`src/rtl/hamming_pkg.sv`:
```
// Shared definitions for the Hamming SECDED scrubber.
//   ADDR_W / DATA_W / CW_W : array address width, data width, stored codeword width
//   DATA_POS               : Hamming position of each data bit d0..d7
//   hamming_encode()       : data -> 14-bit stored codeword (cw[0] reserved, 0)
//   scrub_state_e          : scrubber FSM states
//   dec_status_e           : decoder verdict (clean / corrected / uncorrectable)
package hamming_pkg;

  localparam int ADDR_W = 8;
  localparam int DATA_W = 8;
  localparam int CW_W   = 14;

  localparam int DATA_POS [DATA_W] = '{3, 5, 6, 7, 9, 10, 11, 12};

  typedef enum logic [2:0] {
    ST_IDLE    = 3'd0,
    ST_RD_REQ  = 3'd1,
    ST_RD_WAIT = 3'd2,
    ST_CHECK   = 3'd3,
    ST_WB      = 3'd4,
    ST_NEXT    = 3'd5
  } scrub_state_e;

  typedef enum logic [1:0] {
    DEC_CLEAN = 2'd0,
    DEC_CE    = 2'd1,
    DEC_UE    = 2'd2
  } dec_status_e;

  function automatic logic [CW_W-1:0] hamming_encode(input logic [DATA_W-1:0] data);
    logic [CW_W-1:0] cw;
    logic [3:0]      syn;
    cw = '0;
    for (int k = 0; k < DATA_W; k++) cw[DATA_POS[k]] = data[k];
    // Syndrome of the data bits alone; parity bit 2^j takes syn[j] so the
    // full syndrome of the finished word becomes zero.
    syn = '0;
    for (int i = 1; i <= 12; i++) if (cw[i]) syn = syn ^ 4'(i);
    cw[1]  = syn[0];
    cw[2]  = syn[1];
    cw[4]  = syn[2];
    cw[8]  = syn[3];
    cw[13] = ^cw[12:1];
    return cw;
  endfunction

endpackage

```
`src/rtl/hamming_secded_dec.sv`:
```
// Combinational SECDED decoder for the 14-bit stored codeword.
//   cw_in    : raw codeword from the array (cw_in[0] reserved, ignored)
//   cw_out   : corrected codeword, reserved bit forced to 0
//   data_out : corrected data d0..d7
//   status   : dec_status_e value (clean / CE / UE)
module hamming_secded_dec
  import hamming_pkg::*;
(
  input  logic [CW_W-1:0]   cw_in,
  output logic [CW_W-1:0]   cw_out,
  output logic [DATA_W-1:0] data_out,
  output logic [1:0]        status
);

  logic [3:0] syn;
  logic       par;

  always_comb begin
    syn = '0;
    for (int i = 1; i <= 12; i++) if (cw_in[i]) syn = syn ^ 4'(i);
  end

  assign par = ^cw_in[CW_W-1:1];

  always_comb begin
    cw_out = cw_in & ~CW_W'(1);
    status = DEC_CLEAN;
    if (par) begin
      if (syn == 4'd0) begin
        // Only the overall parity bit is wrong.
        cw_out[13] = ~cw_in[13];
        status     = DEC_CE;
      end else if (syn <= 4'd12) begin
        cw_out[syn] = ~cw_in[syn];
        status      = DEC_CE;
      end else begin
        // Syndrome points outside positions 1..12: odd-weight multi-bit error.
        status = DEC_UE;
      end
    end else if (syn != 4'd0) begin
      status = DEC_UE;
    end
  end

  always_comb begin
    data_out = '0;
    for (int k = 0; k < DATA_W; k++) data_out[k] = cw_out[DATA_POS[k]];
  end

endmodule

```
`src/rtl/hamming_scrubber.sv`:
```
// Background SECDED scrubber for the 256x14 codeword array.
// Walks every address, reads the codeword, writes back single-bit
// corrections and logs uncorrectable words. Yields the port whenever
// host_busy is high.
//   clk, rst (async, active low), start (pass request pulse), host_busy
//   mem_en/mem_we/mem_addr/mem_wdata : scrubber side of the array port
//   mem_rdata : read data, valid the cycle after a read request
//   busy, done (pulse), ue_flag (pulse), ue_addr, ce_count, ue_count
//   dbg_state : current FSM state, dbg_data : corrected data of held word
// Port handshake: host_busy=1 means the host owns the port this cycle; the
// scrubber then drives mem_en=0 and no transfer of its own happens. Any
// cycle with mem_en=1 is a completed access.
module hamming_scrubber
  import hamming_pkg::*;
#(
  parameter int INTERVAL = 1024
) (
  input  logic              clk,
  input  logic              rst,
  input  logic              start,
  input  logic              host_busy,
  output logic              mem_en,
  output logic              mem_we,
  output logic [ADDR_W-1:0] mem_addr,
  output logic [CW_W-1:0]   mem_wdata,
  input  logic [CW_W-1:0]   mem_rdata,
  output logic              busy,
  output logic              done,
  output logic              ue_flag,
  output logic [ADDR_W-1:0] ue_addr,
  output logic [15:0]       ce_count,
  output logic [15:0]       ue_count,
  output logic [2:0]        dbg_state,
  output logic [DATA_W-1:0] dbg_data
);

  localparam int TMR_W = (INTERVAL > 1) ? $clog2(INTERVAL) : 1;
  localparam logic [TMR_W-1:0] TMR_LAST = (INTERVAL > 0) ? TMR_W'(INTERVAL - 1) : '0;

  scrub_state_e      state, state_d;
  logic [ADDR_W-1:0] addr;
  logic [TMR_W-1:0]  timer;
  logic [CW_W-1:0]   rdata_q;
  logic [CW_W-1:0]   dec_cw;
  logic [DATA_W-1:0] dec_data;
  logic [1:0]        dec_status;
  logic              auto_go;
  logic              last_addr;

  hamming_secded_dec u_dec (
    .cw_in    (rdata_q),
    .cw_out   (dec_cw),
    .data_out (dec_data),
    .status   (dec_status)
  );

  assign auto_go   = (INTERVAL > 0) && (timer == TMR_LAST);
  assign last_addr = (addr == '1);
  assign dbg_state = state;
  assign dbg_data  = dec_data;

  // State register
  always_ff @(posedge clk or negedge rst) begin
    if (!rst) state <= ST_IDLE;
    else      state <= state_d;
  end

  // Next-state logic
  always_comb begin
    state_d = state;
    case (state)
      ST_IDLE:    if (start || auto_go) state_d = ST_RD_REQ;
      ST_RD_REQ:  if (!host_busy) state_d = ST_RD_WAIT;
      ST_RD_WAIT: state_d = host_busy ? ST_RD_REQ : ST_CHECK;
      ST_CHECK:   state_d = (dec_status == DEC_CE) ? ST_WB : ST_NEXT;
      ST_WB:      if (!host_busy) state_d = ST_NEXT;
      ST_NEXT:    state_d = last_addr ? ST_IDLE : ST_RD_REQ;
      default:    state_d = ST_IDLE;
    endcase
  end

  // Output logic
  always_comb begin
    mem_en    = 1'b0;
    mem_we    = 1'b0;
    mem_addr  = '0;
    mem_wdata = '0;
    done      = 1'b0;
    ue_flag   = 1'b0;
    busy      = (state != ST_IDLE);
    case (state)
      ST_RD_REQ: begin
        if (!host_busy) begin
          mem_en   = 1'b1;
          mem_addr = addr;
        end
      end
      ST_CHECK: ue_flag = (dec_status == DEC_UE);
      ST_WB: begin
        if (!host_busy) begin
          mem_en    = 1'b1;
          mem_we    = 1'b1;
          mem_addr  = addr;
          mem_wdata = dec_cw;
        end
      end
      ST_NEXT: done = last_addr;
      default: ;
    endcase
  end

  // Datapath: address walk, interval timer, captured word, error log
  always_ff @(posedge clk or negedge rst) begin
    if (!rst) begin
      addr     <= '0;
      timer    <= '0;
      rdata_q  <= '0;
      ue_addr  <= '0;
      ce_count <= '0;
      ue_count <= '0;
    end else begin
      if (state == ST_IDLE) begin
        timer <= (state_d == ST_RD_REQ) ? '0 : timer + 1'b1;
      end else begin
        timer <= '0;
      end

      if (state == ST_RD_WAIT && !host_busy) rdata_q <= mem_rdata;

      if (state == ST_CHECK) begin
        if (dec_status == DEC_CE && ce_count != 16'hFFFF) ce_count <= ce_count + 16'd1;
        if (dec_status == DEC_UE) begin
          ue_addr <= addr;
          if (ue_count != 16'hFFFF) ue_count <= ue_count + 16'd1;
        end
      end

      if (state == ST_NEXT) addr <= last_addr ? '0 : addr + 1'b1;
    end
  end

endmodule

```
`config.mk`:
```
export PLATFORM = sky130hd
export DESIGN_NAME = hamming_scrubber
export DESIGN_NICKNAME = d
export VERILOG_FILES = /design/src/rtl/hamming_pkg.sv /design/src/rtl/hamming_secded_dec.sv /design/src/rtl/hamming_scrubber.sv
export SDC_FILE = /design/constraint.sdc
export NUM_CORES = 1
export LEC_CHECK = 0
export ABC_AREA = 1
export CAP_MARGIN = 20
export CELL_PAD_IN_SITES_DETAIL_PLACEMENT = 1
export CELL_PAD_IN_SITES_GLOBAL_PLACEMENT = 2
export CORE_UTILIZATION = 30
export DETAILED_ROUTE_END_ITERATION = 8
export PLACE_DENSITY = 0.83
export SLEW_MARGIN = 20
export SYNTH_ARGS = -nofsm -noshare
export SYNTH_HDL_FRONTEND = slang
export SYNTH_SLANG_ARGS = --single-unit
```
`constraint.sdc`:
```
create_clock -name clk -period 4.05 [get_ports clk]
set_input_delay 1.215 -clock clk [delete_from_list [all_inputs] [get_ports clk]]
set_output_delay 1.215 -clock clk [all_outputs]
set_load 0.01 [all_outputs]
```
Word level (Yosys, flattened, before mapping)
Index checks and enable logic that the tools add are counted.

Bits in registers: 75. Input bits: 18. Output and inout port bits: 78. Word-level logic and storage cells: 97.

Add/subtract/negate cells: 4. $lt $le $gt $ge: 3. Eq/ne operators: 12. Multiplexer cells: 44. Bitwise gates (word level): 13. Reductions and logical operators: 14.

Operators by type and width (count): 14-bit two-way mux (4); 16-bit by 1-bit adder with 16-bit output (second input constant) (2); 16-bit != test (second input constant) (2); 8-bit two-way mux (3); 3-bit two-way mux (7); 10-bit two-way mux (2); 4-bit two-way mux (5); 3-bit case mux with 6 select lines (1); 14-bit bitwise mux (1); 2-bit two-way mux (7); 13-bit two-way mux (1); 13-bit parity (1); 2-bit inverter (6); 1-bit two-way mux (11); 10-bit by 1-bit adder with 10-bit output (second input constant) (1); 10-bit equality test (second input constant) (1); 8-bit by 1-bit adder with 8-bit output (second input constant) (1); 8-bit equality test (second input constant) (1); 3-bit by 1-bit equality test with 1-bit output (second input constant) (2); 3-bit by 2-bit equality test with 1-bit output (second input constant) (2); 3-bit equality test (second input constant) (2); 3-bit inverter (2); 4-bit by 5-bit < comparator with 1-bit output (second input constant) (1); 1-bit binary-select mux with 4-bit select (1); other kinds (17) (23).

Longest topological paths before layout
Depth after elaboration: 30. Mapped depth: 18. Gate-level depth less buffers: 17.

Modules after synthesis
From an unflattened synthesis, not the netlist that was laid out.

Cell total of the unflattened synthesis: 701. Area, all modules: 5019.8 um2.

By module, submodules not included: hamming_scrubber (instances 1, cells each 505, area each 3983.8 um2); hamming_secded_dec (instances 1, cells each 196, area each 1036.0 um2).

Worst setup path after synthesis
No wires, ideal clock.

Path type: input -> output. From: input host_busy. To: output mem_wdata[13]. Data arrival time: 2.105 ns. Slack: 0.730 ns. Stages on the path: 4. Cell sequence: nor2_1 inv_1 clkbuf_1 nor3_1.

Cells in the longest elaborated chain, start to end: 2.

Ends and longest elaborated chain: start, declared (line hamming_scrubber.sv:21) `input logic host_busy,`; 14-bit two-way mux (line hamming_scrubber.sv:100) `if (!host_busy) begin`; 14-bit two-way mux (line hamming_scrubber.sv:91) `case (state)`; end, declared (line hamming_scrubber.sv:25) `output logic [CW_W-1:0] mem_wdata,`.

Every way passes these cells.

Worst setup path after layout
From: input host_busy. To: output mem_addr[7].

Cells in the longest elaborated chain, start to end: 2.

Ends and longest elaborated chain: 8-bit two-way mux (line hamming_scrubber.sv:93, hamming_scrubber.sv:100); 8-bit two-way mux; end, declared (line hamming_scrubber.sv:24) `output logic [ADDR_W-1:0] mem_addr,`.

Every way passes these cells.

==> out/metrics.cfg <==
[clock_network]
cts_tree = yes
clkLatencyLatePin_ns = 0.35
clk_path_buf_depth = 2
cts-hold-fix-buffers = 0
cts-buffers-inserted = 9
h-tree-depth = 3
root_buffer = clkbuf_16
clk_pin_slew_ns = 0.06
cts_num_sinks = 75

[layout]
n_antenna_cell = 0
nets = 766
utilization = 0.423
final_layout_size_suffix_gt1_frac = 0.127
fin_area_mm2 = 0.00645
area_growth_pct = 37.1
fillCellCount = 1864

[drt]
drc = 0
vias_per_cell = 4.71
ant_nets = 0
finalWirelength_mm = 14.2
firstDrtPassIters = 4
routedWlPerCell_um = 14.8
drt_iter0_markers = 177
via_count = 4518

[timing]
max_clock_freq_mhz = 254
tightest_slew_ns = 0.733
fin_ws_ns = 0.107
skew_ns = 0.00753
rsz0062_at_grt = false
layout_min_cycle_time_ns = 3.94
fin_crit_sh = 0.974
holdWs_ns = 0.489
setup_violations = 0
maxSlewViolCount = 0
timing.slew.headroom = 0.511
finalHoldViolations = 0

[synthesis]
synth_area_mm2 = 0.00471
syn_area_per_cell_um2 = 7.53
postSynth.asyncResetShare = 1.00
synth_nets = 647
ys_seq_elements = 75
synth.area.top_cells = dfrtp_1, nand2_1, xor2_1, nor2_1, nand3_1
yosysWarnings = 0
synth_top_area_frac = 0.399
seq_area_frac_synth = 0.399
netlist_top_cells_count = nand2_1, dfrtp_1, nor2_1, inv_1, nand3_1
synth_cells = 625
yosysMostFrequentCell = nand2_1
yosysUniqueCellTypes = 37
synth_top_flop_cell = dfrtp_1
yosysTopAreaCell = dfrtp_1
synth_edf_count = 0

[floorplanning]
coreArea_mm2 = 0.0153
die_area_mm2 = 0.0162
ios = 96
start_util = 0.308
rows = 45
die_w_um = 127
fp.dieH_um = 127

[place]
place.port_buffers = 94
post-dp-hpwl_mm = 10.4
place_area_mm2 = 0.00596
gp_congestion = 0.834
post-place-ws_ns = -0.0774

[run]
cap_violations = 0

[status]
outcome = finished clean

[setup_path]
end_kind = output port
crit_required_ns = 2.83
path_max_fanout = 8
arrival_ns = 2.73
cp-start-kind = input port
crit_type = input port to output port

[global_route]
gr-total-overflow = 0
grt_pass1_vias = 4769
grt_usage = 0.188
grt_max_degree = 76
grt_antenna_before_repair = 0
grt_pass1_wl_mm = 24.1

[pwr]
leakage_uw = 0.00303
powerDensity_mw_per_mm2 = 957
ir_drop_v = 0.000648
power.total_uw = 6170

[min_path]
hp-class = register to register

where the power goes:
part / switching [uW] / internal [uW]
logic: 2630 / 1570
registers: 214 / 905
clock network: 344 / 512
total: 3190 / 2990
critical path, stage by stage:
cell	delay, ns
clkdlybuf4s50_1	0.46
a21oi_2	0.21
inv_1	0.17
nor2_1	0.12
clkdlybuf4s50_1	0.55
registers in the layout (all words and copies together), names as in the netlist:
| name | flops |
|---|---|
| dbg_state | 3 |
| rdata_q | 14 |
| ce_count | 16 |
| ue_addr | 8 |
| ue_count | 16 |
| addr | 8 |
| timer | 10 |
layer usage:
metal / vias to the layer above / wire length [um] / track usage
met2: 82 / 6860 / 0.321
met5: - / 0 / 0
met1: 2193 / 6420 / 0.230
met4: 0 / 215 / 0.0574
li1: 2228 / - / -
met3: 15 / 726 / 0.0507
layout make-up:
cell class / count / area [um^2] / area share
Clock inverter: 5 / 58.8 / 0.00912
Sequential cell: 75 / 1880 / 0.292
Timing Repair Buffer: 119 / 1160 / 0.179
Inverter: 71 / 269 / 0.0417
Multi-Input combinational cell: 468 / 2570 / 0.398
Tap cell: 211 / 264 / 0.0409
Clock buffer: 11 / 253 / 0.0392
cell usage in the layout (no fill, tap or decap), types with 2 or more instances in the layout:
cell	count
nand2_1	164
nor2_1	74
clkdlybuf4s50_1	71
dfrtp_1	70
inv_1	62
nand3_1	48
xor2_1	37
buf_4	23
o21ai_0	21
nor3_1	20
a21oi_1	19
xnor2_1	18
dlygate4sd2_1	12
dlymetal6s2s_1	10
clkbuf_16	9
nand4_1	8
nand2_2	8
inv_2	8
nand2_4	7
nor4_1	6
nand3_2	5
dfrtp_2	5
o21ai_1	4
mux2_2	4
ha_1	4
nand3_4	2
nor2_2	2
xnor2_2	2
clkbuf_8	2
clkinvlp_4	2
buf_6	2
timing repair:
action,4_1_cts,5_1_grt
resized for setup,31,16
pin swaps,5,2
setup endpoints to repair,30,18
buffers inserted,7,2
cloned,1,0
worst paths after layout:
| check | startpoint | endpoint | slack (ns) | cells after the start |
|---|---|---|---|---|
| hold reg to reg | timer[0]$_DFF_PN0_ | timer[0]$_DFF_PN0_ | 0.49 | 1 |
| setup / recovery | host_busy | mem_addr[7] | 0.11 | 5 |
| hold / removal | timer[0]$_DFF_PN0_ | timer[0]$_DFF_PN0_ | 0.49 | 1 |
| max in group asynchronous | rst | rdata_q[12]$_DFFE_PN0P_ | 2.61 | 1 |
| setup reg to reg | ue_count[0]$_DFFE_PN0P_ | ue_count[14]$_DFFE_PN0P_ | 1.40 | 9 |
| min in group asynchronous | rst | rdata_q[7]$_DFFE_PN0P_ | 0.91 | 1 |
through the flow:
stage | std cells | TNS [ns]
6_report | 960 | 0
5_1_grt | 960 | 0
4_1_cts | 958 | -0.00325
3_5_place_dp | 934 | -0.133
3_3_place_gp | 934 | -0.0214
2_1_floorplan | 625 | 0
kinds of logic (layout without fill, tap and decap cells):
| group | count (synthesis) | in the layout | synth area share |
|---|---|---|---|
| AND/OR/NAND/NOR | 347 | 348 | 0.327 |
| AO/OA/AOI/OAI | 51 | 51 | 0.0627 |
| XOR/XNOR | 60 | 60 | 0.118 |
| flip-flops | 75 | 75 | 0.399 |
| buffers and inverters | 83 | 206 | 0.0720 |
| adder cells (fa/ha/maj) | 4 | 4 | 0.0106 |
| other | 1 | 1 | 0.000797 |
| multiplexers | 4 | 4 | 0.00957 |
(Power assumes the default switching activity.)
